**config.mk**
```make
export PLATFORM = sky130hd
export DESIGN_NAME = uart_rx_ctrl
export DESIGN_NICKNAME = d
export VERILOG_FILES = /design/src/rtl/uart_rx_ctrl.sv
export SDC_FILE = /design/constraint.sdc
export NUM_CORES = 1
export LEC_CHECK = 0
export ABC_AREA = 1
export CAP_MARGIN = 40
export CORE_MARGIN = 3
export CORE_UTILIZATION = 50
export CTS_CLUSTER_SIZE = 28
export DETAILED_ROUTE_END_ITERATION = 7
export GPL_TIMING_DRIVEN = 0
export PLACE_DENSITY = 0.74
export SLEW_MARGIN = 0
export SYNTH_ARGS = -nofsm -noshare
export SYNTH_HDL_FRONTEND = slang
export SYNTH_SLANG_ARGS = --single-unit
export TNS_END_PERCENT = 100
```
**constraint.sdc**
```tcl
create_clock -name clk -period 1.5 [get_ports clk]
set_input_delay 0.3 -clock clk [delete_from_list [all_inputs] [get_ports clk]]
set_output_delay 0.3 -clock clk [all_outputs]
set_load 0.05 [all_outputs]
```
**src/rtl/uart_rx_ctrl.sv**
```systemverilog
// uart_rx_ctrl - UART receive front end.
//
// Synchronises the raw serial line, validates the start bit at its middle,
// samples each data bit at mid-bit and assembles them LSB-first. The byte is
// handed to the downstream consumer through a valid/ready handshake.
//
// Ports:
//   clk        system clock, all state on the rising edge
//   rst        asynchronous active-low reset
//   rx         raw serial line (idle high, asynchronous to clk)
//   data_ready consumer accepts data_out on an edge where data_valid = 1
//   data_out   last received byte, bit 0 = first data bit on the line
//   data_valid data_out holds an unconsumed byte
//   frame_err  one-cycle pulse: stop bit sampled as 0
//   overrun    sticky: a byte was overwritten before being accepted
//   busy       receiver FSM is not idle
module uart_rx_ctrl #(
  parameter int CLKS_PER_BIT = 434,
  parameter int DATA_BITS    = 8
) (
  input  logic                 clk,
  input  logic                 rst,
  input  logic                 rx,
  input  logic                 data_ready,
  output logic [DATA_BITS-1:0] data_out,
  output logic                 data_valid,
  output logic                 frame_err,
  output logic                 overrun,
  output logic                 busy
);

  localparam int H     = CLKS_PER_BIT / 2;
  localparam int CNT_W = $clog2(CLKS_PER_BIT);
  localparam int IDX_W = $clog2(DATA_BITS);

  localparam logic [CNT_W-1:0] CNT_HALF = CNT_W'(H - 1);
  localparam logic [CNT_W-1:0] CNT_LAST = CNT_W'(CLKS_PER_BIT - 1);
  localparam logic [IDX_W-1:0] IDX_LAST = IDX_W'(DATA_BITS - 1);

  typedef enum logic [1:0] {
    IDLE,
    START,
    DATA,
    STOP
  } state_t;

  state_t               state;
  logic [CNT_W-1:0]     cnt;
  logic [IDX_W-1:0]     bit_idx;
  logic [DATA_BITS-1:0] shift_reg;
  logic                 rx_meta;
  logic                 rx_s;

  // Two-flop synchroniser; resets to the idle (high) line level so that
  // leaving reset never looks like a start bit.
  always_ff @(posedge clk or negedge rst) begin
    if (!rst) begin
      rx_meta <= 1'b1;
      rx_s    <= 1'b1;
    end else begin
      rx_meta <= rx;
      rx_s    <= rx_meta;
    end
  end

  // Receiver FSM with registered outputs. The handshake clear is applied
  // first so that a byte completing on the same edge wins over the clear,
  // which gives the "consume old, load new" behaviour with overrun = 0.
  always_ff @(posedge clk or negedge rst) begin
    if (!rst) begin
      state      <= IDLE;
      cnt        <= '0;
      bit_idx    <= '0;
      shift_reg  <= '0;
      data_out   <= '0;
      data_valid <= 1'b0;
      frame_err  <= 1'b0;
      overrun    <= 1'b0;
      busy       <= 1'b0;
    end else begin
      frame_err <= 1'b0;

      if (data_valid && data_ready) begin
        data_valid <= 1'b0;
        overrun    <= 1'b0;
      end

      case (state)
        IDLE: begin
          if (!rx_s) begin
            state <= START;
            cnt   <= '0;
            busy  <= 1'b1;
          end
        end

        // Re-check the line half a bit later to reject short glitches.
        START: begin
          if (cnt == CNT_HALF) begin
            cnt <= '0;
            if (!rx_s) begin
              state   <= DATA;
              bit_idx <= '0;
            end else begin
              state <= IDLE;
              busy  <= 1'b0;
            end
          end else begin
            cnt <= cnt + CNT_W'(1);
          end
        end

        // Right shift with the new bit entering the MSB, so after the last
        // bit the first bit on the line sits in bit 0.
        DATA: begin
          if (cnt == CNT_LAST) begin
            shift_reg <= {rx_s, shift_reg[DATA_BITS-1:1]};
            cnt       <= '0;
            if (bit_idx == IDX_LAST) begin
              state <= STOP;
            end else begin
              bit_idx <= bit_idx + IDX_W'(1);
            end
          end else begin
            cnt <= cnt + CNT_W'(1);
          end
        end

        // Return to IDLE at mid stop bit so back-to-back frames are caught.
        STOP: begin
          if (cnt == CNT_LAST) begin
            cnt   <= '0;
            state <= IDLE;
            busy  <= 1'b0;
            if (rx_s) begin
              data_out   <= shift_reg;
              data_valid <= 1'b1;
              if (data_valid && !data_ready) begin
                overrun <= 1'b1;
              end
            end else begin
              frame_err <= 1'b1;
            end
          end else begin
            cnt <= cnt + CNT_W'(1);
          end
        end

        default: begin
          state <= IDLE;
          busy  <= 1'b0;
        end
      endcase
    end
  end

endmodule

```
==> summary.md <==
| Metric | Value |
|---|---|
| Status | finished with violations |
| Failing checks | negative setup slack |
| Sequential cell area fraction in the yosys report | approximately half |
| Post-route clock period utilization | 102% |
| Clk slew on worst S/H paths | between 0.1 and 0.15 ns |
| Max reg flops | 9 |
| Wire per inst | about 14 um |
| #FFs+latches synth | 36 |
| Final instance area | about 2300 um^2 |
| DRT Wirelength | approximately 4.0 mm |
| Critical path type | flop to flop |
| Ys Warns | 0 |
| Post-route insts no fill | around 280 |
| Initial antenna violation count | 0 |
| Period minus WS final | 1.52 ns |
| Final-report setup violation count | 12 |
| Worst Path Max Fanout | 5 |
| Die span in y | 65.0 um |
| Worst r2r src | cnt[1] |
| Setup ws final | -0.0236 ns |
| Net Switching | about 360 uW |
| VDD IR-drop max | 0.649 mV |
| Fin nets | between 200 and 250 |
| CP delay by family, top | simple AND/OR/NAND/NOR gates |
| N_diodes | 0 |
| Reg2reg path depth | 9 |
| Placer congestion estimate | around 0.84 |
| Post-synth top cells | nand2_1, dfrtp_1, inv_1, nor2_1 |
| Vias in the first global route | 1543 |
| Placed Area | between 1500 and 2000 um^2 |
| Register-to-Register Setup Slack | -0.02 ns |
| Avg Cell Area, Syn | between 8 and 9 um^2 |
| Critical path capture point type | flop |
| R2r endpoint | data_out[2] |
| Root Driver | clkbuf_4 |
| Worst Path Required | 1.78 ns |
| Syn Nets | between 200 and 250 |
| Row count | 20 |
| Setup crit start | cnt[1] |
| P_int | roughly 1300 uW |
| CTS Sinks | 36 |
| Vias per cell | 5.20 |
| Final hold violations | 0 |
| Num CTS Buffers | 5 |
| Die width | 65.0 um |
| Switching share of power | between 20% and 30% |
| Combinational share of power | roughly 2.9% |
| Post-route antenna net violation count | 0 |
| FMAX | 0.656 GHz |
| Largest net degree at the start of global routing | 37 |
| Placed insts | 263 |
| Drt first pass iters | 5 |
| IO buf count | 15 |
| Cell Chain, Critical Path | inv_2, ha_4, nand2_4, nor2_4, nand2_4, nor3_4, inv_2, clkbuf_16, o21ai_2 |
| Total grt overflow | 0 |
| DR vias | between 1k and 1.5k |
| DPL Wire Length | 2.39 mm |
| Seq pwr share | 57.7% |
| Core Region | ~3200 um^2 |
| RSZ-0062 raised after global routing | yes |
| CP bufs+invs | 3 |
| Area contributors post-synth | dfrtp_1, nand2_1, inv_1 |
| Clock power frac | between 30% and 40% |
| Synth Cell Area | about 1700 um^2 |
| Worst-Skew Late Latency | roughly 0.34 ns |
| Worst setup SP type | flop |
| Async set or reset register ratio after synthesis | between 90% and 100% |
| Area fraction of the dominant cell type after synthesis | 48.9% |
| Clock Tree Buf Depth | 2 |
| Yosys top cell by area | dfrtp_1 |
| I/O pin cnt | 16 |
| Setup TNS | -0.185 ns |
| Synth cell types | 24 |
| Worst Path Arrival | between 1.5 and 2 ns |
| Worst hold path type | input port to async pin |
| Initial core utilization | 54.7% |
| Layout cells sized above 1 | 37.9% |
| Htree depth | 2 |
| Pwr Total | between 1500 and 2000 uW |
| Slowest cell delay on critical path | approximately 0.41 ns |
| Total global-route track usage | about a fifth |
| Hold Buf Count CTS | 0 |
| Max cap viols | 0 |
| Critical-path top delay cell | dfrtp_1 |
| Fin Clk Skew | just under 0.009 ns |
| Max-slew violation count | 0 |
| Area delta synth->final | 29.6% |
| Area of the die | between 4000 and 5000 um^2 |
| Number of synthesized flops with an enable pin | 0 |
| Post-route DRC | 0 |
| DRT iter0 DRCs | 64 |
| Main synth FF type | dfrtp_1 |
| Final core occ | 70.9% |
| Slew @ Worst Pin | between 0.7 and 0.8 ns |
| PwrDens | between 700 and 800 nW/um^2 |
| Count leader, synth | nand2_1 |
| TritonCTS clock tree | done |
| Syn Inst Count | about 200 |
| Relative slew slack | between 40% and 50% |
| LEAKAGE | roughly 0.0010 uW |
| Wire length of the first global-routing pass | 6.62 mm |
## cells in the final DEF (no fill, tap or decap), types with 2 or more instances in the layout
cell type	count
clkdlybuf4s50_1	2
buf_2	4
o22ai_1	2
nor2_1	6
inv_1	21
buf_4	5
dfrtp_2	2
o21ai_1	11
a21oi_1	2
inv_2	8
xnor2_1	2
nand2_2	10
buf_6	2
nand3_1	8
nor2_4	3
nand3_2	2
o21ai_0	8
nor2_2	7
nand2_1	46
ha_1	4
clkdlybuf4s18_2	2
clkbuf_4	6
dfrtp_1	32
o21ai_2	10
dfstp_2	2
nand2_4	9
clkdlybuf4s15_2	6
## timing repair
action	CTS	global route
buffers inserted	7	0
setup endpoints to repair	36	35
gates cloned	1	0
resized for setup	58	39
pin swaps	3	3
## how the worst max path moves through the flow
stage,to,slack [ns],cells past startpoint
final,data_out[2],-0.02,9
after global routing,cnt[3],-0.12,10
after CTS,data_out[0],-0.03,10
after detailed placement,data_out[0],-0.17,10
after global placement,bit_idx[2],-0.59,1
after floorplan,data_out[5],0.002,10
## through the flow
| step | hold slack, ns | setup slack [ns] |
|---|---|---|
| 5_1_grt | 0.0568 | -0.123 |
| 4_1_cts | 0.0368 | -0.0297 |
| 6_report | 0.0242 | -0.0236 |
| 3_5_place_dp | 0.352 | -0.167 |
| 3_3_place_gp | 0.349 | -0.589 |
| 2_1_floorplan | 0.00441 | 0.00163 |
## layout make-up
class / instances / area [um^2]
well taps: 44 / 55.1
fillers: 241 / 925
clock buffers: 6 / 41.3
repair buffers: 23 / 218
multi-input cells: 137 / 867
plain buffers: 2 / 22.5
inverters: 29 / 109
flip-flops and latches: 36 / 906
clock inverters: 2 / 35.0
## per-layer routing
metal / global-route usage, % / share of wire (%) / vias up
li1: - / - / 703
met1: 22.4 / 42 / 688
met2: 36.4 / 50 / 48
met3: 7.28 / 5.4 / 12
met4: 9.76 / 2.2 / 0
met5: 0 / 0 / -
## power by group through the flow
stage          combinational, uW  clock (uW)  sequential [uW]
2_1_floorplan               7.41           0             1010
3_3_place_gp                47.1           0              998
5_1_grt                     55.1         747              980
3_5_place_dp                46.6           0              998
6_report                    48.4         670              979
4_1_cts                     46.5         683              979
## logic make-up (layout without fill, tap and decap cells)
kind of cell / after synthesis / after routing / synth area share (%)
xor+xnor: 3 / 3 / 1.51
simple gates: 94 / 94 / 23.9
flops: 36 / 36 / 51.9
compound gates: 35 / 35 / 11.9
fa+ha+maj: 5 / 5 / 3.60
buf+inv: 31 / 62 / 7.19
(Power assumes the default switching activity.)
